<file path="config.mk">
export PLATFORM = sky130hd
export DESIGN_NAME = env_generator_flat
export DESIGN_NICKNAME = d
export VERILOG_FILES = /design/src/rtl/env_generator_if.sv /design/src/rtl/env_generator.sv /design/src/flat_wrapper.sv
export SDC_FILE = /design/constraint.sdc
export NUM_CORES = 1
export LEC_CHECK = 0
export CORE_UTILIZATION = 56
export CTS_BUF_LIST = sky130_fd_sc_hd__clkbuf_2
export CTS_CLUSTER_DIAMETER = 50
export DETAILED_ROUTE_END_ITERATION = 10
export PLACE_DENSITY = 0.74
export SLEW_MARGIN = 40
export SYNTH_ARGS = -nofsm -noshare
export SYNTH_HDL_FRONTEND = slang
export SYNTH_SLANG_ARGS = --single-unit
</file>
<file path="constraint.sdc">
create_clock -name clk_i -period 6.3 [get_ports clk_i]
set_input_delay 0.945 -clock clk_i [delete_from_list [all_inputs] [get_ports clk_i]]
set_output_delay 0.945 -clock clk_i [all_outputs]
set_load 0.05 [all_outputs]
</file>
<file path="src/rtl/env_generator_if.sv">
// Controller <-> envelope generator handshake: start strobe with register fields,
// and a ready pulse carrying the envelope level back.
interface env_generator_if;
  logic       env_start_i;
  logic [1:0] voice_idx_i;
  logic       env_gate_i;
  logic [3:0] env_attack_i;
  logic [3:0] env_decay_i;
  logic [3:0] env_sustain_i;
  logic [3:0] env_release_i;
  logic       env_ready_o;
  logic [7:0] env_level_o;
  logic       env_busy_o;

  modport master (
    output env_start_i, voice_idx_i, env_gate_i,
           env_attack_i, env_decay_i, env_sustain_i, env_release_i,
    input  env_ready_o, env_level_o, env_busy_o
  );

  modport slave (
    input  env_start_i, voice_idx_i, env_gate_i,
           env_attack_i, env_decay_i, env_sustain_i, env_release_i,
    output env_ready_o, env_level_o, env_busy_o
  );
endinterface

</file>
<file path="src/rtl/env_generator.sv">
// Time-multiplexed ADSR envelope generator: each start advances one voice's
// envelope by one sample period and returns its 8-bit level after three cycles.
module env_generator #(
  parameter int NUM_VOICES = 3,
  parameter int ACC_W      = 16
) (
  input logic           clk_i,
  input logic           rst_i,
  env_generator_if.slave bus
);
  typedef enum logic [1:0] {S_IDLE, S_READ, S_CALC, S_WRITE} state_t;
  typedef enum logic [1:0] {PH_ATTACK, PH_DECAY, PH_RELEASE} phase_t;

  function automatic logic [ACC_W-1:0] inc_lut(input logic [3:0] rate);
    case (rate)
      4'd0:    inc_lut = ACC_W'(32768);
      4'd1:    inc_lut = ACC_W'(16384);
      4'd2:    inc_lut = ACC_W'(8192);
      4'd3:    inc_lut = ACC_W'(5461);
      4'd4:    inc_lut = ACC_W'(3449);
      4'd5:    inc_lut = ACC_W'(2341);
      4'd6:    inc_lut = ACC_W'(1928);
      4'd7:    inc_lut = ACC_W'(1638);
      4'd8:    inc_lut = ACC_W'(1311);
      4'd9:    inc_lut = ACC_W'(524);
      4'd10:   inc_lut = ACC_W'(262);
      4'd11:   inc_lut = ACC_W'(164);
      4'd12:   inc_lut = ACC_W'(131);
      4'd13:   inc_lut = ACC_W'(44);
      4'd14:   inc_lut = ACC_W'(26);
      default: inc_lut = ACC_W'(16);
    endcase
  endfunction

  state_t r_state, w_state_nxt;
  logic   w_busy, w_load, w_calc, w_write;

  // Per-voice slots
  logic [7:0]       r_lvl_mem [NUM_VOICES];
  logic [ACC_W-1:0] r_acc_mem [NUM_VOICES];
  phase_t           r_ph_mem  [NUM_VOICES];
  logic             r_pg_mem  [NUM_VOICES];

  // Request latched at start
  logic [1:0] r_idx;
  logic       r_valid, r_gate;
  logic [3:0] r_att, r_dec, r_sus, r_rel;

  // Working copy of the selected slot
  logic [7:0]       r_w_lvl;
  logic [ACC_W-1:0] r_w_acc;
  phase_t           r_w_ph;
  logic             r_w_pg;

  logic       r_ready;
  logic [7:0] r_level;

  // ---------------- FSM ----------------
  always_ff @(posedge clk_i) begin
    if (rst_i) r_state <= S_IDLE;
    else       r_state <= w_state_nxt;
  end

  always_comb begin
    w_state_nxt = r_state;
    case (r_state)
      S_IDLE:  if (bus.env_start_i) w_state_nxt = S_READ;
      S_READ:  w_state_nxt = S_CALC;
      S_CALC:  w_state_nxt = S_WRITE;
      default: w_state_nxt = S_IDLE;
    endcase
  end

  always_comb begin
    w_busy  = (r_state != S_IDLE);
    w_load  = (r_state == S_READ);
    w_calc  = (r_state == S_CALC);
    w_write = (r_state == S_WRITE);
  end

  // ---------------- next-state envelope math ----------------
  logic             w_rise, w_fall, w_carry;
  phase_t           w_ph_e, w_ph_n;
  logic [ACC_W-1:0] w_acc_e, w_acc_n;
  logic [3:0]       w_rate;
  logic [7:0]       w_tgt, w_lvl_n;

  always_comb begin
    w_rise  = r_gate & ~r_w_pg;
    w_fall  = ~r_gate & r_w_pg;
    w_ph_e  = r_w_ph;
    w_acc_e = r_w_acc;
    // A gate edge restarts the rate phase but keeps the current level
    if (w_rise) begin
      w_ph_e  = PH_ATTACK;
      w_acc_e = '0;
    end else if (w_fall) begin
      w_ph_e  = PH_RELEASE;
      w_acc_e = '0;
    end
    case (w_ph_e)
      PH_ATTACK: w_rate = r_att;
      PH_DECAY:  w_rate = r_dec;
      default:   w_rate = r_rel;
    endcase
    {w_carry, w_acc_n} = {1'b0, w_acc_e} + {1'b0, inc_lut(w_rate)};
    w_tgt   = {r_sus, r_sus};
    w_lvl_n = r_w_lvl;
    w_ph_n  = w_ph_e;
    case (w_ph_e)
      PH_ATTACK: begin
        if (w_carry && r_w_lvl != 8'hFF) w_lvl_n = r_w_lvl + 8'd1;
        if (w_lvl_n == 8'hFF) w_ph_n = PH_DECAY;
      end
      PH_DECAY: begin
        if (w_carry && r_w_lvl > w_tgt) w_lvl_n = r_w_lvl - 8'd1;
      end
      default: begin
        if (w_carry && r_w_lvl != 8'd0) w_lvl_n = r_w_lvl - 8'd1;
      end
    endcase
  end

  // ---------------- datapath ----------------
  always_ff @(posedge clk_i) begin
    if (rst_i) begin
      r_ready <= 1'b0;
      r_level <= '0;
      r_idx   <= '0;
      r_valid <= 1'b0;
      r_gate  <= 1'b0;
      r_att   <= '0;
      r_dec   <= '0;
      r_sus   <= '0;
      r_rel   <= '0;
      r_w_lvl <= '0;
      r_w_acc <= '0;
      r_w_ph  <= PH_RELEASE;
      r_w_pg  <= 1'b0;
      for (int v = 0; v < NUM_VOICES; v++) begin
        r_lvl_mem[v] <= '0;
        r_acc_mem[v] <= '0;
        r_ph_mem[v]  <= PH_RELEASE;
        r_pg_mem[v]  <= 1'b0;
      end
    end else begin
      r_ready <= 1'b0;
      if (r_state == S_IDLE && bus.env_start_i) begin
        r_idx   <= bus.voice_idx_i;
        r_valid <= (32'(bus.voice_idx_i) < NUM_VOICES);
        r_gate  <= bus.env_gate_i;
        r_att   <= bus.env_attack_i;
        r_dec   <= bus.env_decay_i;
        r_sus   <= bus.env_sustain_i;
        r_rel   <= bus.env_release_i;
      end
      if (w_load) begin
        if (r_valid) begin
          r_w_lvl <= r_lvl_mem[r_idx];
          r_w_acc <= r_acc_mem[r_idx];
          r_w_ph  <= r_ph_mem[r_idx];
          r_w_pg  <= r_pg_mem[r_idx];
        end else begin
          r_w_lvl <= '0;
          r_w_acc <= '0;
          r_w_ph  <= PH_RELEASE;
          r_w_pg  <= 1'b0;
        end
      end
      if (w_calc) begin
        r_w_lvl <= w_lvl_n;
        r_w_acc <= w_acc_n;
        r_w_ph  <= w_ph_n;
        r_w_pg  <= r_gate;
      end
      if (w_write) begin
        r_ready <= 1'b1;
        r_level <= r_valid ? r_w_lvl : 8'd0;
        if (r_valid) begin
          r_lvl_mem[r_idx] <= r_w_lvl;
          r_acc_mem[r_idx] <= r_w_acc;
          r_ph_mem[r_idx]  <= r_w_ph;
          r_pg_mem[r_idx]  <= r_w_pg;
        end
      end
    end
  end

  assign bus.env_ready_o = r_ready;
  assign bus.env_level_o = r_level;
  assign bus.env_busy_o  = w_busy;
endmodule

</file>
<file path="src/flat_wrapper.sv">
// flat-port wrapper written by rule: the top's interface ports become plain ports
module env_generator_flat 
#(
  parameter int NUM_VOICES = 3,
  parameter int ACC_W      = 16
)
  (clk_i, rst_i, bus_env_start_i, bus_voice_idx_i, bus_env_gate_i, bus_env_attack_i, bus_env_decay_i, bus_env_sustain_i, bus_env_release_i, bus_env_ready_o, bus_env_level_o, bus_env_busy_o);
  env_generator_if bus_i ();
  input logic clk_i;
  input logic rst_i;
  input wire logic [$bits(bus_i.env_start_i)-1:0] bus_env_start_i;
  input wire logic [$bits(bus_i.voice_idx_i)-1:0] bus_voice_idx_i;
  input wire logic [$bits(bus_i.env_gate_i)-1:0] bus_env_gate_i;
  input wire logic [$bits(bus_i.env_attack_i)-1:0] bus_env_attack_i;
  input wire logic [$bits(bus_i.env_decay_i)-1:0] bus_env_decay_i;
  input wire logic [$bits(bus_i.env_sustain_i)-1:0] bus_env_sustain_i;
  input wire logic [$bits(bus_i.env_release_i)-1:0] bus_env_release_i;
  output wire logic [$bits(bus_i.env_ready_o)-1:0] bus_env_ready_o;
  output wire logic [$bits(bus_i.env_level_o)-1:0] bus_env_level_o;
  output wire logic [$bits(bus_i.env_busy_o)-1:0] bus_env_busy_o;
  assign bus_i.env_start_i = bus_env_start_i;
  assign bus_i.voice_idx_i = bus_voice_idx_i;
  assign bus_i.env_gate_i = bus_env_gate_i;
  assign bus_i.env_attack_i = bus_env_attack_i;
  assign bus_i.env_decay_i = bus_env_decay_i;
  assign bus_i.env_sustain_i = bus_env_sustain_i;
  assign bus_i.env_release_i = bus_env_release_i;
  assign bus_env_ready_o = bus_i.env_ready_o;
  assign bus_env_level_o = bus_i.env_level_o;
  assign bus_env_busy_o = bus_i.env_busy_o;
  env_generator #(.NUM_VOICES(NUM_VOICES), .ACC_W(ACC_W)) u_core (.clk_i(clk_i), .rst_i(rst_i), .bus(bus_i));
endmodule
</file>
# [Yosys cells after proc, flatten, opt, wreduce, memory -nomap -nowiden]
# Memories as Yosys holds them, arrays and structs flattened. A register that Yosys moved wholly into a read port is not among the register bits.
# Cells that the tools add are included.
[op_classes] add_sub_neg=3 order_cmp=2 eq_ne=9 mux=54 bitwise_logic=4 n_reduce_logical=14
[ops] cell="two-way mux 16 bit" count=6
[ops] cell="two-way mux 8 bit" count=9
[ops] cell="two-way mux 2 bit" count=21
[ops] cell="adder 16 x 16 -> 17 bit" count=1
[ops] cell="one-hot mux 8 bit (2 select lines)" count=1
[ops] cell="OR reduction 16 bit" count=1
[ops] cell="two-way mux 1 bit" count=15
[ops] cell="adder 8 x 1 -> 8 bit, second input constant" count=1
[ops] cell="== test 8 bit, second input constant" count=1
[ops] cell="greater-than comparator 8 bit" count=1
[ops] cell="inequality test 8 bit, second input constant" count=1
[ops] cell="one-hot mux 4 bit (2 select lines)" count=1
[ops] cell="nonzero test 8 bit" count=1
[ops] cell="OR reduction 8 bit" count=1
[ops] cell="subtractor 8 x 1 -> 8 bit, second input constant" count=1
[ops] cell="one-hot mux 2 bit (3 select lines)" count=1
[ops] cell="== test 2 x 1 -> 1 bit, second input constant" count=2
[ops] cell="== test 2 bit, second input constant" count=2
[ops] cell="logical AND 1 bit" count=4
[ops] cell="zero test 2 bit" count=2
[ops] cell="inequality test 4 bit, second input constant" count=1
[ops] cell="nonzero test 2 bit" count=2
[ops] cell="inequality test 3 bit, second input constant" count=1
[ops] cell="AND reduction 3 bit" count=1
[ops] cell="6 further kinds" count=8
[totals] reg_bits=58 mem_bits_rw=81 romBits=256 inputBits=22 word_cells=105 n_memories=5
[mem_list] memory="(name not given)" words=16 width=16 read_ports=1 rd_ports_with_merged_regs=0 wr=0 line="env_generator.sv:15" text="case (rate)"
[mem_list] memory="u_core.r_acc_mem" words=3 width=16 read_ports=1 rd_ports_with_merged_regs=1 wr=3 line="env_generator.sv:40" text="logic [ACC_W-1:0] r_acc_mem [NUM_VOICES];"
[mem_list] memory="u_core.r_lvl_mem" words=3 width=8 read_ports=1 rd_ports_with_merged_regs=1 wr=3 line="env_generator.sv:39" text="logic [7:0] r_lvl_mem [NUM_VOICES];"
[mem_list] memory="u_core.r_ph_mem" words=3 width=2 read_ports=1 rd_ports_with_merged_regs=1 wr=3 line="env_generator.sv:41" text="phase_t r_ph_mem [NUM_VOICES];"
[mem_list] memory="u_core.r_pg_mem" words=3 width=1 read_ports=1 rd_ports_with_merged_regs=1 wr=3 line="env_generator.sv:42" text="logic r_pg_mem [NUM_VOICES];"

# [Longest topological paths before layout]
# Gate-level depths: netlist of the first run.
# An unclocked memory read counts as a cell.
[logic_depth] depth_word=15 ltp_mapped=18 mapped_depth_nobuf=17

# [Worst setup path after synthesis of the first run]
# No wires, ideal clock.
[synth_timing] path_kind="register -> register" from="register u_core.r_gate" to="register u_core.r_w_lvl[3]" arrival_time_ps=4284 setup_slack_ps=1895 path_stages_with_launch=18 path_buffers=1 cell_sequence="dfxtp_1 -> inv_1 -> maj3_1 -> a222oi_1 -> inv_2 -> ha_1 -> mux2i_1 -> a21oi_1 -> ha_1 -> fa_1 -> a211oi_2 -> o21ai_2 -> a311oi_1 -> o21ai_1 -> buf_4 -> a21o_1 -> o211ai_1 -> mux2_2"
[synth_via] elab_chain_cells=13 word_cells_on_any_way=22
[synth_rtl] item="start: declaration" line="env_generator.sv:46" text="logic r_valid, r_gate;"
[synth_rtl] item="start signal: assignment" line="env_generator.sv:151" text="r_gate <= bus.env_gate_i;"
[synth_rtl] item="NOT 1 bit" line="env_generator.sv:90" text="w_fall = ~r_gate & r_w_pg;"
[synth_rtl] item="bitwise AND 1 bit" line="env_generator.sv:90"
[synth_rtl] item="two-way mux 2 bit" line="env_generator.sv:97" text="end else if (w_fall) begin"
[synth_rtl] item="two-way mux 2 bit" line="env_generator.sv:94" text="if (w_rise) begin"
[synth_rtl] item="== test 2 x 1 -> 1 bit or zero test 2 bit (tied branches)" line="env_generator.sv:101, env_generator.sv:110"
[synth_rtl] item="one-hot mux 4 bit (2 select lines)" line="env_generator.sv:101" text="case (w_ph_e)"
[synth_rtl] item="memory read (16 x 16 bit)"
[synth_rtl] item="adder 16 x 16 -> 17 bit" line="env_generator.sv:106" text="{w_carry, w_acc_n} = {1'b0, w_acc_e} + {1'b0, inc_lut(w_rate)};"
[synth_rtl] item="logical AND 1 bit" line="env_generator.sv:112" text="if (w_carry && r_w_lvl != 8'hFF) w_lvl_n = r_w_lvl + 8'd1;"
[synth_rtl] item="two-way mux 8 bit" line="env_generator.sv:112"
[synth_rtl] item="two-way mux 8 bit" line="env_generator.sv:110" text="case (w_ph_e)"
[synth_rtl] item="one-hot mux 8 bit (2 select lines)" line="env_generator.sv:110"
[synth_rtl] item="two-way mux 8 bit" line="env_generator.sv:170" text="if (w_calc) begin"
[synth_rtl] item="end signal: assignment" line="env_generator.sv:159" text="r_w_lvl <= r_lvl_mem[r_idx];"
[synth_rtl] item="end signal: assignment" line="env_generator.sv:171" text="r_w_lvl <= w_lvl_n;"
[synth_rtl] item="end: declaration" line="env_generator.sv:50" text="logic [7:0] r_w_lvl;"
# Several ways; a longest one is shown, not always the timed one. The select of a mux whose other input is x is not followed.
# A chain may end at the register's enable or synchronous reset.

# [Worst setup path after layout of the first run]
[layout_timing] from="register u_core.r_w_ph[0]" to="register u_core.r_w_lvl[5]"
[layout_via] elab_chain_cells=11 word_cells_on_any_way=17
[layout_rtl] item="start: declaration" line="env_generator.sv:52" text="phase_t r_w_ph;"
[layout_rtl] item="start signal: assignment" line="env_generator.sv:161" text="r_w_ph <= r_ph_mem[r_idx];"
[layout_rtl] item="start signal: assignment" line="env_generator.sv:173" text="r_w_ph <= w_ph_n;"
[layout_rtl] item="two-way mux 2 bit (*)" line="env_generator.sv:97"
[layout_rtl] item="two-way mux 2 bit (*)" line="env_generator.sv:94"
[layout_rtl] item="== test 2 x 1 -> 1 bit or zero test 2 bit (tied branches)" line="env_generator.sv:101, env_generator.sv:110"
[layout_rtl] item="one-hot mux 4 bit (2 select lines)" line="env_generator.sv:101"
[layout_rtl] item="memory read (16 x 16 bit)"
[layout_rtl] item="adder 16 x 16 -> 17 bit" line="env_generator.sv:106"
[layout_rtl] item="logical AND 1 bit" line="env_generator.sv:112"
[layout_rtl] item="two-way mux 8 bit" line="env_generator.sv:112"
[layout_rtl] item="two-way mux 8 bit" line="env_generator.sv:110"
[layout_rtl] item="one-hot mux 8 bit (2 select lines)" line="env_generator.sv:110"
[layout_rtl] item="two-way mux 8 bit" line="env_generator.sv:170"
# Mark *: on every way between the ends. The rest lies on a longest branch, timed or not. The select of a mux whose other input is x is not followed.

==> impl_results.rst, run 1 <==
.. list-table::
   :header-rows: 1

   * - Metric
     - Value
   * - Outcome
     - complete, no violations
   * - Max stage delay cell, worst path
     - sky130_fd_sc_hd__a222oi_1
   * - Total detailed-routing wirelength
     - roughly 22,000 um
   * - Largest net degree at the start of global routing
     - between 60 and 70
   * - Count of endpoints failing hold in the final timing report
     - 0
   * - Number of instances in the synthesized netlist
     - approximately 800
   * - First-pass GRT wire length
     - 34,600 um
   * - Setup repair bufs after CTS
     - 0
   * - Buffers and inverters on the worst path
     - 2
   * - Die Outline Area
     - approximately 16,000 um^2
   * - Met2 Resource Use GR
     - between 40 and 50%
   * - DIE WIDTH
     - approximately 130 um
   * - Filler cell count
     - about 1,300
   * - DRC marker count from the first detailed-route iteration
     - approximately 540
   * - Number of global-route vias before repair
     - roughly 6,500
   * - # nets final
     - between 800 and 900
   * - Placement Rows
     - between 40 and 50
   * - Number of I/O port buffers
     - 31
   * - Met3 Usage GRT
     - 5.97%
   * - Initial antenna violation count
     - 1
   * - Final Skew
     - approximately 0.023 ns
   * - Root cell of the clock tree
     - sky130_fd_sc_hd__clkbuf_2
   * - Post-synth EDFFs
     - around 110
   * - Area delta synth->final
     - 7.79%
   * - HP Class
     - primary input to register
   * - GRT Resource Usage Total
     - 28.7%
   * - Hold Crit Depth
     - 2
   * - Clock buffer depth
     - 2
   * - Kind of cell adding the most delay to the critical path
     - compound AO/OA/AOI/OAI gates
   * - Final Wtd Congestion
     - between 0.9 and 1
   * - Placement Cell Area
     - between 9000 and 10,000 um^2
   * - Main synth FF type
     - sky130_fd_sc_hd__edfxtp_1
   * - Number of nets produced by synthesis
     - between 800 and 900
   * - # clock sinks
     - 168
   * - Unique cell type count in the Yosys netlist
     - 83
   * - Chain of cells forming the critical path
     - o21bai_1 > a21o_1 > a222oi_1 > buf_1 > inv_2 > ha_1 > mux2i_1 > a21oi_1 > ha_1 > fa_1 > a211oi_2 > o21ai_2 > a311oi_1 > o21ai_2 > a21oi_1 > nor2_1 > a2111oi_1
   * - Core region area
     - between 15,000 and 20,000 um^2
   * - Largest vdd supply drop
     - between 0.2 and 0.25 mV
   * - Synthesized flop and latch total
     - roughly 170
   * - Total of hold buffers inserted after clock tree synthesis
     - 0
   * - First-pass DRT Iterations
     - 6
   * - # IOs
     - 32
   * - DRC violations left
     - 0
   * - WP data required
     - roughly 7 ns
   * - Category of the worst setup path capture point
     - register
   * - Post-synth ARST share
     - 0%
   * - Post-DP HPWL
     - 14,200 um
   * - Skew-Pair Late Insertion Delay
     - about 0.75 ns
   * - Overall die height
     - 128 um
   * - Total of max-cap violations
     - 0
   * - Post-route clock period utilization
     - roughly 83%
   * - Cell Area, Synth
     - about 8900 um^2
   * - Wire length per cell after detailed routing
     - approximately 21 um
   * - Warning count from the yosys run
     - 0
   * - Worst stage delay on the critical path
     - 0.68 ns
   * - Setup violation total in the final timing report
     - 0
   * - Setup repair after global routing missed its margin
     - no
   * - Kind of critical path
     - register to register
   * - Mapped Avg Cell Area
     - between 10 and 15 um^2
   * - Crit path depth
     - 17
   * - Arrival @ worst endpoint
     - approximately 6 ns
   * - Post_cts resized
     - 0
   * - Worst-case headroom to the max-slew limit
     - a little under half
   * - Share of post-route cells with drive strength above 1
     - 11.8%
   * - Share of the yosys chip area belonging to registers
     - about half
   * - Fin crit period
     - roughly 5.2 ns
   * - Post-layout total power
     - around 2.7 mW
   * - Post-layout instance area
     - approximately 9600 um^2
   * - Aggregate negative setup slack
     - 0 ns
   * - Final number of max-transition violations
     - 0
   * - Worst Reg-to-Reg Cells
     - 17
   * - Leak pwr
     - around 3.5 nW
   * - DR vias/cell
     - 6.20
   * - Clock-pin transition on the worst setup and hold timing paths
     - 0.23 ns
   * - Number of clock buffers inserted by TritonCTS
     - 17
   * - Clock tree from TritonCTS
     - built
   * - Cell area power density
     - 282 nW/um^2
   * - Initial core utilization
     - around 58%
   * - Startpoint type of the worst setup path
     - register
   * - Count of nets left with antenna violations after detail routing
     - 0
   * - Met1 usage
     - about a third
   * - Residual overflow from global routing
     - 0
   * - Crit Path Max Fanout
     - 13
   * - Most Crowded Layer GR
     - met2
   * - Upper clock frequency limit
     - slightly below 200 MHz
   * - CTS HTree Levels
     - 4
   * - Vias after detailed routing
     - 6,487
   * - Slew @ Worst Pin
     - 0.794 ns
-- final timing paths --
| kind | slack (ns) | start | end |
|---|---|---|---|
| worst max register to register | 1.10 | u_core.r_w_ph[0] | u_core.r_w_lvl[5] |
| worst max-delay path | 1.10 | u_core.r_w_ph[0] | u_core.r_w_lvl[5] |
| worst min-delay path | 0.39 | rst_i | u_core.bus.env_ready_o |
| worst min register to register | 0.47 | u_core.r_rel[1] | u_core.r_rel[1] |
-- layout make-up --
| cell class | instances | area, um^2 | share of cell area (%) |
|---|---|---|---|
| Sequential cell | 168 | 4450 | 46.6 |
| Multi-Input combinational cell | 576 | 4180 | 43.8 |
| Inverter | 17 | 63.8 | 0.668 |
| Timing Repair Buffer | 41 | 377 | 3.94 |
| Clock buffer | 18 | 90.1 | 0.943 |
| Tap cell | 211 | 264 | 2.76 |
| Antenna cell | 2 | 5.00 | 0.0524 |
| Clock inverter | 14 | 125 | 1.31 |
-- layer usage --
metal / up-vias / wire (um)
met5: - / 0
met4: 0 / 853
met3: 58 / 1170
met2: 220 / 11000
met1: 3192 / 9010
li1: 3017 / -
-- sequential cells by signal (all words and copies together), names as in the netlist, named ones only --
signal,count
u_core.r_acc_mem,64
u_core.r_lvl_mem,32
u_core.r_w_acc,16
u_core.bus.env_level_o,8
u_core.r_ph_mem,8
u_core.r_w_lvl,8
u_core.r_att,4
u_core.r_dec,4
u_core.r_pg_mem,4
u_core.r_rel,4
u_core.r_sus,4
u_core.r_idx,2
u_core.r_state,2
u_core.r_w_ph,2
u_core.bus.env_ready_o,1
u_core.r_gate,1
u_core.r_valid,1
u_core.r_w_pg,1
-- logic make-up (layout without fill, tap and decap cells) --
family / count (synthesis) / in the layout / share of synthesized area (%)
buffers and inverters: 69 / 90 / 3.09
multiplexers: 33 / 33 / 7.58
XOR/XNOR: 9 / 9 / 0.974
AO/OA/AOI/OAI: 178 / 178 / 13.9
AND/OR/NAND/NOR: 317 / 317 / 18.8
other: 0 / 2 / 0
flip-flops: 168 / 168 / 50.1
adder cells (fa/ha/maj): 39 / 39 / 5.56
-- synthesized netlist by cell type (3+ instances only) --
cell                        count  share of area (%)
sky130_fd_sc_hd__edfxtp_1     108                 37
sky130_fd_sc_hd__and2_1        94                6.6
sky130_fd_sc_hd__nand2_1       79                3.3
sky130_fd_sc_hd__dfxtp_1       60                 14
sky130_fd_sc_hd__a21oi_1       51                2.9
sky130_fd_sc_hd__nor2_1        47                2.0
sky130_fd_sc_hd__clkbuf_1      41                1.7
sky130_fd_sc_hd__ha_1          37                5.2
sky130_fd_sc_hd__mux4_2        27                6.9
sky130_fd_sc_hd__inv_1         16               0.68
sky130_fd_sc_hd__o21ai_0       16               0.90
sky130_fd_sc_hd__a211oi_1      15                1.3
sky130_fd_sc_hd__nor3_1        14               0.79
sky130_fd_sc_hd__a21o_1        13                1.1
sky130_fd_sc_hd__a22oi_1       13                1.1
sky130_fd_sc_hd__nand3_1       13               0.73
sky130_fd_sc_hd__nor2b_1       13               0.92
sky130_fd_sc_hd__nand2b_1      11               0.78
sky130_fd_sc_hd__a311oi_1      10               0.99
sky130_fd_sc_hd__and3_1         9               0.64
sky130_fd_sc_hd__buf_2          7               0.40
sky130_fd_sc_hd__a31oi_1        6               0.42
sky130_fd_sc_hd__or2_2          6               0.42
sky130_fd_sc_hd__nand4_1        5               0.35
sky130_fd_sc_hd__nor4_1         5               0.35
sky130_fd_sc_hd__a21boi_0       4               0.34
sky130_fd_sc_hd__o21ai_1        4               0.23
sky130_fd_sc_hd__or3_1          4               0.28
sky130_fd_sc_hd__xnor2_1        4               0.40
sky130_fd_sc_hd__xor2_1         4               0.40
sky130_fd_sc_hd__a2bb2oi_1      3               0.30
sky130_fd_sc_hd__and3b_1        3               0.30
sky130_fd_sc_hd__and4_1         3               0.30
sky130_fd_sc_hd__mux2i_1        3               0.34
sky130_fd_sc_hd__nor3b_1        3               0.25
sky130_fd_sc_hd__o21a_1         3               0.25
sky130_fd_sc_hd__o22ai_1        3               0.21
-- through the flow --
| step | cells | worst slack (ns) | util [%] | hold WS [ns] |
|---|---|---|---|---|
| 5_1_grt | 1047 | 0.699 | 62.4 | 0.273 |
| 2_1_floorplan | 813 | 1.90 | - | 0.407 |
| 3_3_place_gp | 1012 | 1.22 | 60.8 | 0.446 |
| 6_report | 1047 | 1.10 | 62.4 | 0.389 |
| 3_5_place_dp | 1013 | 1.25 | 60.9 | 0.447 |
| 4_1_cts | 1045 | 1.21 | 62.3 | 0.316 |
-- power breakdown --
| group | internal, mW | switching, mW | total, mW |
|---|---|---|---|
| Clock | 0.147 | 0.386 | 0.533 |
| Sequential | 1.25 | 0.126 | 1.38 |
| Combinational | 0.313 | 0.469 | 0.782 |
| Total | 1.71 | 0.981 | 2.70 |
-- layout by cell type (no fill, tap or decap), drive strengths merged, types with 6 or more instances in the layout --
master and count:
edfxtp 108, nand3 13, clkinv 6, clkdlybuf4s50 30, a21o 14, and2 95
a21oi 52, clkbuf 18, nor2b 13, nand2b 11, buf 11, a22oi 13
or2 6, nor3 14, ha 37, nand2 79, o21ai 21, mux4 27
inv 21, dfxtp 60, a31oi 6, nor2 48, a211oi 16, and3 9
a311oi 10
No activity file was read; power rests on OpenSTA's default activity.
==> run 2, diff against run 1 <==
--- a/config.mk
+++ b/config.mk
@@ -9,7 +9,7 @@
 export CTS_BUF_LIST = sky130_fd_sc_hd__clkbuf_2
 export CTS_CLUSTER_DIAMETER = 50
 export DETAILED_ROUTE_END_ITERATION = 10
-export PLACE_DENSITY = 0.74
+export PLACE_DENSITY = 0.77
 export SLEW_MARGIN = 40
 export SYNTH_ARGS = -nofsm -noshare
 export SYNTH_HDL_FRONTEND = slang
==> constraint.sdc (replaced) <==
create_clock -name clk_i -period 4.5 [get_ports clk_i]
set_input_delay 0.675 -clock clk_i [delete_from_list [all_inputs] [get_ports clk_i]]
set_output_delay 0.675 -clock clk_i [all_outputs]
set_load 0.05 [all_outputs]
==> run 2 against run 1 <==
Against the previous run:
- clock power is 38% higher
- critical path depth is 1 higher
- fmax is 21% higher
- cell area is 1.5% higher
- clock-buffer cell count is 1 higher
- power is 41% higher
- sequential share of layout area is 0.63 points lower
- non-clock buffer count is 18 higher
- die area stayed put
- via count is 1.3% higher
- register-to-register slack worse by 0.91 ns
- cell count is 1.5% higher
==> impl_results.rst, run 2 (synthesized netlist as in run 1, its figures left out) <==
.. list-table::
   :header-rows: 1

   * - Metric
     - Value
   * - Outcome
     - complete, no violations
   * - Kind of cell adding the most delay to the critical path
     - compound AO/OA/AOI/OAI gates
   * - Final number of max-transition violations
     - 0
   * - Root cell of the clock tree
     - sky130_fd_sc_hd__clkbuf_2
   * - Vias after detailed routing
     - around 6,600
   * - Most frequent standard cell in the layout excluding fill and tap cells
     - sky130_fd_sc_hd__edfxtp_1
   * - Post-DP HPWL
     - between 10,000 and 15,000 um
   * - DIE WIDTH
     - 128 um
   * - Filler cell count
     - 1,238
   * - # nets final
     - between 800 and 900
   * - Slew @ Worst Pin
     - about 0.73 ns
   * - Initial core utilization
     - 57.9%
   * - Worst-case headroom to the max-slew limit
     - approximately half
   * - Total detailed-routing wirelength
     - 21,900 um
   * - Top flop regs
     - u_core.r_acc_mem (64), u_core.r_lvl_mem (32), u_core.r_w_acc (16)
   * - DRC marker count from the first detailed-route iteration
     - 528
   * - Post-layout util
     - 63.3%
   * - Count of endpoints failing hold in the final timing report
     - 0
   * - Core region area
     - around 15,000 um^2
   * - Arrival @ worst endpoint
     - 4.94 ns
   * - Highest-count cells in the layout ignoring fill and taps
     - sky130_fd_sc_hd__edfxtp_1, sky130_fd_sc_hd__and2_1, sky130_fd_sc_hd__nand2_1
   * - Clock buffer depth
     - 2
   * - Leak pwr
     - between 3 and 4 nW
   * - Setup violation total in the final timing report
     - 0
   * - Number of I/O port buffers
     - 31
   * - Placement Cell Area
     - ~9400 um^2
   * - Share of post-route cells with drive strength above 1
     - about 15%
   * - # IOs
     - 32
   * - DR vias/cell
     - a little over 6
   * - Area delta synth->final
     - 9.43%
   * - Crit Path Max Fanout
     - 8
   * - First-pass GRT wire length
     - around 35,000 um
   * - Placement Rows
     - 45
   * - Wire length per cell after detailed routing
     - roughly 21 um
   * - Max stage delay cell, worst path
     - sky130_fd_sc_hd__dfxtp_4
   * - Count of nets left with antenna violations after detail routing
     - 0
   * - Initial antenna violation count
     - 0
   * - Startpoint type of the worst setup path
     - register
   * - WP data required
     - around 5.1 ns
   * - Area taken by flip-flops and latches
     - between 4000 and 5000 um^2
   * - Skew-Pair Late Insertion Delay
     - between 0.7 and 0.8 ns
   * - Residual overflow from global routing
     - 0
   * - Final Skew
     - 0.0330 ns
   * - # clock sinks
     - 168
   * - Fin crit period
     - 4.31 ns
   * - Final cell count without fillers
     - 1,063
   * - Area taken by multi-input logic gates
     - 4210 um^2
   * - Largest vdd supply drop
     - about 0.33 mV
   * - Number of clock buffers inserted by TritonCTS
     - 17
   * - Post-layout instance area
     - approximately 9700 um^2
   * - Buffers and inverters on the worst path
     - 4
   * - Clock-pin transition on the worst setup and hold timing paths
     - between 0.2 and 0.25 ns
   * - HP Class
     - primary input to register
   * - Setup repair after global routing missed its margin
     - no
   * - Total of hold buffers inserted after clock tree synthesis
     - 0
   * - First-pass DRT Iterations
     - 5
   * - # diodes
     - 0
   * - CTS HTree Levels
     - 4
   * - Upper clock frequency limit
     - 232 MHz
   * - Category of the worst setup path capture point
     - register
   * - DRC violations left
     - 0
   * - Final Wtd Congestion
     - between 1 and 1.5
   * - Placed Cells incl. Taps
     - between 1,000 and 1,500
   * - Register bank with the most flops
     - u_core.r_acc_mem
   * - Worst stage delay on the critical path
     - about 0.43 ns
   * - Number of global-route vias before repair
     - ~6,600
   * - Clock tree from TritonCTS
     - built
   * - Number of flip-flops under the largest register name
     - 64
   * - Total of max-cap violations
     - 0
   * - GRT Resource Usage Total
     - ~29%
   * - Die Outline Area
     - around 16,000 um^2
   * - Overall die height
     - between 100 and 150 um
   * - Post-route clock period utilization
     - between 90% and 100%
   * - Cell area power density
     - between 300 and 400 nW/um^2
   * - Largest net degree at the start of global routing
     - between 60 and 70
   * - Kind of critical path
     - register to register
   * - Chain of cells forming the critical path
     - inv_1 > maj3_1 > a222oi_1 > buf_4 > inv_2 > ha_1 > mux2i_1 > a21oi_1 > ha_1 > fa_2 > a211oi_4 > o21ai_2 > a311oi_2 > buf_4 > o21a_2 > o22ai_1 > a31o_1 > a2111oi_1
   * - Worst hold slack across all endpoints
     - 0.118 ns
## run 2: cell count changes in the layout (fill, tap and decap cells not counted), sizes merged
cell / previous run / this run
clkbuf: 18 / 19
buf: 11 / 29
diode: 2 / 0
clkinvlp: 3 / 2
## run 2: cell type report
| type | instances | area share, % |
|---|---|---|
| Clock buffer | 19 | 0.980 |
| Clock inverter | 13 | 1.06 |
| Inverter | 17 | 0.658 |
| Multi-Input combinational cell | 576 | 43.3 |
| Sequential cell | 168 | 45.9 |
| Tap cell | 211 | 2.72 |
| Timing Repair Buffer | 59 | 5.31 |
## run 2: final timing paths
path                        start                endpoint  slack [ns]  cells past startpoint
setup reg to reg    u_core.r_gate       u_core.r_w_lvl[5]        0.19                     18
hold reg to reg   u_core.r_rel[1]         u_core.r_rel[1]        0.48                      2
hold / removal              rst_i  u_core.bus.env_ready_o        0.12                      2
setup / recovery    u_core.r_gate       u_core.r_w_lvl[5]        0.19                     18
## run 2: repair_timing
action                     4_1_cts  5_1_grt
pin swaps                        1        1
setup endpoints to repair        5       10
buffers inserted                 1        1
gates resized for setup          0       13
## run 2: per-stage QoR
| stage | setup TNS (ns) | total power [mW] | worst slack (ns) |
|---|---|---|---|
| 2_1_floorplan | 0 | 2.72 | 0.0953 |
| 3_3_place_gp | 0 | 3.03 | 0.0783 |
| 3_5_place_dp | -0.0661 | 3.06 | -0.0524 |
| 4_1_cts | 0 | 3.78 | 0.0213 |
| 5_1_grt | 0 | 4.01 | 0.00943 |
| 6_report | 0 | 3.80 | 0.190 |
## run 2: worst reg2reg max path, cell delays in order, from the launching register on
cell	delay (ns)
sky130_fd_sc_hd__dfxtp_4	0.43
sky130_fd_sc_hd__inv_1	0.05
sky130_fd_sc_hd__maj3_1	0.42
sky130_fd_sc_hd__a222oi_1	0.27
sky130_fd_sc_hd__buf_4	0.18
sky130_fd_sc_hd__inv_2	0.06
sky130_fd_sc_hd__ha_1	0.21
sky130_fd_sc_hd__mux2i_1	0.12
sky130_fd_sc_hd__a21oi_1	0.08
sky130_fd_sc_hd__ha_1	0.24
sky130_fd_sc_hd__fa_2	0.40
sky130_fd_sc_hd__a211oi_4	0.29
sky130_fd_sc_hd__o21ai_2	0.12
sky130_fd_sc_hd__a311oi_2	0.23
sky130_fd_sc_hd__buf_4	0.16
sky130_fd_sc_hd__o21a_2	0.22
sky130_fd_sc_hd__o22ai_1	0.13
sky130_fd_sc_hd__a31o_1	0.23
sky130_fd_sc_hd__a2111oi_1	0.40
## run 2: power breakdown
group,internal (mW),total [mW],switching [mW]
clock,0.200,0.733,0.533
sequential,1.76,1.94,0.183
combinational,0.476,1.13,0.655
## run 2: layer usage
layer  global-route usage [%]  part of all wire [%]  vias to the layer above
met4                     9.34                   2.3                        0
met1                     36.1                    42                     3233
met5                        0                     0                        -
met3                     5.26                   5.0                       40
li1                         -                     -                     3056
met2                     49.3                    50                      241
==> run 3, diff against run 2 <==
--- a/config.mk
+++ b/config.mk
@@ -9,6 +9,7 @@
 export CTS_BUF_LIST = sky130_fd_sc_hd__clkbuf_2
 export CTS_CLUSTER_DIAMETER = 50
 export DETAILED_ROUTE_END_ITERATION = 10
+export HOLD_SLACK_MARGIN = 0.1
 export PLACE_DENSITY = 0.77
 export SLEW_MARGIN = 40
 export SYNTH_ARGS = -nofsm -noshare
==> run 3 against run 2 <==
Against the previous run:
- non-clock buffer count rose by 1
- clock-buffer cell count did not move
- clock skew rose by 0.0012 ns
- die area did not move
- register-to-register slack improved by 0.02 ns
- worst hold slack improved by 0.33 ns
- power rose by 0.11%
- core utilization rose by 0.065 points
- clock power barely moved
- routed wire length rose by 0.42%
- via count fell by 0.38%
- critical endpoint unchanged
==> impl_results.rst, run 3 (synthesized netlist as in run 1, its figures left out) <==
.. list-table::
   :header-rows: 1

   * - Metric
     - Value
   * - Die Outline Area
     - approximately 16,000 um^2
   * - First-pass DRT Iterations
     - 7
   * - DR WL met2
     - approximately 11,000 um
   * - Overall die height
     - 128 um
   * - # nets final
     - 900
   * - Count of nets left with antenna violations after detail routing
     - 0
   * - Number of global-route vias before repair
     - roughly 6,600
   * - Largest vdd supply drop
     - between 0.3 and 0.4 mV
   * - Clock tree from TritonCTS
     - built
   * - Hold Crit Depth
     - 3
   * - Aggregate negative setup slack
     - 0 ns
   * - DRC marker count from the first detailed-route iteration
     - about 560
   * - Clock-pin transition on the worst setup and hold timing paths
     - 0.24 ns
   * - CTS HTree Levels
     - 4
   * - Area delta synth->final
     - 9.54%
   * - Residual overflow from global routing
     - 0
   * - Register bank with the most flops
     - u_core.r_acc_mem
   * - Total of max-cap violations
     - 0
   * - Cell area power density
     - just under 400 nW/um^2
   * - Number of clock buffers inserted by TritonCTS
     - 17
   * - Number of flip-flops under the largest register name
     - 64
   * - Category of the worst setup path capture point
     - register
   * - DIE WIDTH
     - 128 um
   * - Crit Path Max Fanout
     - 8
   * - Upper clock frequency limit
     - 233 MHz
   * - HP Class
     - primary input to register
   * - Leak pwr
     - approximately 3.6 nW
   * - Most frequent standard cell in the layout excluding fill and tap cells
     - sky130_fd_sc_hd__edfxtp_1
   * - First-pass GRT wire length
     - around 35,000 um
   * - Wl on met1
     - 9180 um
   * - Fin crit period
     - approximately 4.3 ns
   * - # diodes
     - 0
   * - Vias after detailed routing
     - 6,545
   * - Placement Rows
     - 45
   * - Worst stage delay on the critical path
     - around 0.43 ns
   * - Placed Cells incl. Taps
     - between 1,000 and 1,500
   * - DR vias/cell
     - about 6
   * - Top routing layer used
     - met4
   * - Max stage delay cell, worst path
     - sky130_fd_sc_hd__dfxtp_4
   * - # IOs
     - 32
   * - DRC violations left
     - 0
   * - Final Wtd Congestion
     - 1.01
   * - Clock buffer depth
     - 2
   * - Top flop regs
     - u_core.r_acc_mem (64), u_core.r_lvl_mem (32), u_core.r_w_acc (16)
   * - Post-route clock period utilization
     - between 90% and 100%
   * - Number of I/O port buffers
     - 31
   * - Highest-count cells in the layout ignoring fill and taps
     - sky130_fd_sc_hd__edfxtp_1, sky130_fd_sc_hd__and2_1, sky130_fd_sc_hd__nand2_1
   * - Skew-Pair Late Insertion Delay
     - 0.73 ns
   * - WP data required
     - roughly 5 ns
   * - Core region area
     - ~15,000 um^2
   * - Chain of cells forming the critical path
     - inv_1 > maj3_1 > a222oi_1 > buf_4 > inv_2 > ha_1 > mux2i_1 > a21oi_1 > ha_1 > fa_2 > a211oi_4 > o21ai_2 > a311oi_2 > buf_4 > o21a_2 > o22ai_1 > a31o_1 > a2111oi_1
   * - Initial core utilization
     - between 50% and 60%
   * - Share of post-route cells with drive strength above 1
     - 14.5%
   * - Outcome
     - complete, no violations
   * - Wire length per cell after detailed routing
     - 20.6 um
   * - Final number of max-transition violations
     - 0
   * - Worst-case headroom to the max-slew limit
     - between 50% and 60%
   * - Total detailed-routing wirelength
     - between 20,000 and 25,000 um
   * - GRT Resource Usage Total
     - around 29%
   * - Largest net degree at the start of global routing
     - 65
   * - Post-layout total power
     - between 3 and 4 mW
   * - Kind of critical path
     - register to register
   * - Arrival @ worst endpoint
     - 4.92 ns
   * - Post-DP HPWL
     - about 14,000 um
   * - Setup repair after global routing missed its margin
     - no
   * - Final Skew
     - between 0.03 and 0.04 ns
   * - Root cell of the clock tree
     - sky130_fd_sc_hd__clkbuf_2
   * - Count of endpoints failing hold in the final timing report
     - 0
   * - Setup violation total in the final timing report
     - 0
   * - Startpoint type of the worst setup path
     - register
   * - Final cell count without fillers
     - 1,064
   * - Met3 wire len
     - 1220 um
   * - Initial antenna violation count
     - 0
   * - # clock sinks
     - 168
   * - Worst Reg-to-Reg Cells
     - 18
   * - Slew @ Worst Pin
     - ~0.74 ns
   * - Post-layout util
     - 63.4%
-- run 3: cell count changes in the layout (fill, tap and decap cells not counted) --
cell,previous run,this run
sky130_fd_sc_hd__dlygate4sd3_1,0,1
-- run 3: where the power goes --
group          total, mW  switching (mW)  internal [mW]
sequential          1.94           0.184           1.76
combinational       1.13           0.655          0.477
clock              0.735           0.535          0.200
-- run 3: worst max-delay path: cells and delay by family, from the launching register on --
kind,cells,cell delay [ns]
adder cells (fa/ha/maj),4,1.27
AO/OA/AOI/OAI,9,1.95
flip-flops,1,0.43
buffers and inverters,4,0.45
multiplexers,1,0.12
-- run 3: stage by stage --
step | hold WS [ns] | worst slack, ns | cell area [um^2]
final | 0.453 | 0.206 | 9710
after global routing | 0.370 | 0.00943 | 9710
after CTS | 0.411 | 0.0213 | 9650
after detailed placement | 0.453 | -0.0524 | 9440
after global placement | 0.447 | 0.0783 | 9440
after floorplan | 0.407 | 0.0953 | 8870
-- run 3: path summary, 6_finish.rpt --
check,slack [ns],start,end
worst max-delay path,0.21,u_core.r_gate,u_core.r_w_lvl[5]
worst min-delay path,0.45,bus_env_sustain_i[2],u_core.r_sus[2]
worst max register to register,0.21,u_core.r_gate,u_core.r_w_lvl[5]
worst min register to register,0.48,u_core.r_rel[1],u_core.r_rel[1]
-- run 3: layer usage --
layer	track usage [%]	up-vias
li1	-	3059
met1	36.1	3203
met2	49.3	245
met3	5.26	38
met4	9.34	0
met5	0	-
-- run 3: timing repair --
item / 4_1_cts / 5_1_grt
gates resized for setup: 0 / 13
endpoints found under the hold margin: 1 / 0
pin swaps: 1 / 1
endpoints found under the setup margin: 5 / 10
hold buffers: 1 / 0
buffers inserted: 1 / 1
-- run 3: cell type report --
class | instances | area, um^2
Clock inverter | 13 | 103
Fill cell | 1237 | 5600
Multi-Input combinational cell | 576 | 4210
Inverter | 17 | 63.8
Sequential cell | 168 | 4460
Timing Repair Buffer | 60 | 526
Clock buffer | 19 | 95.1
Tap cell | 211 | 264
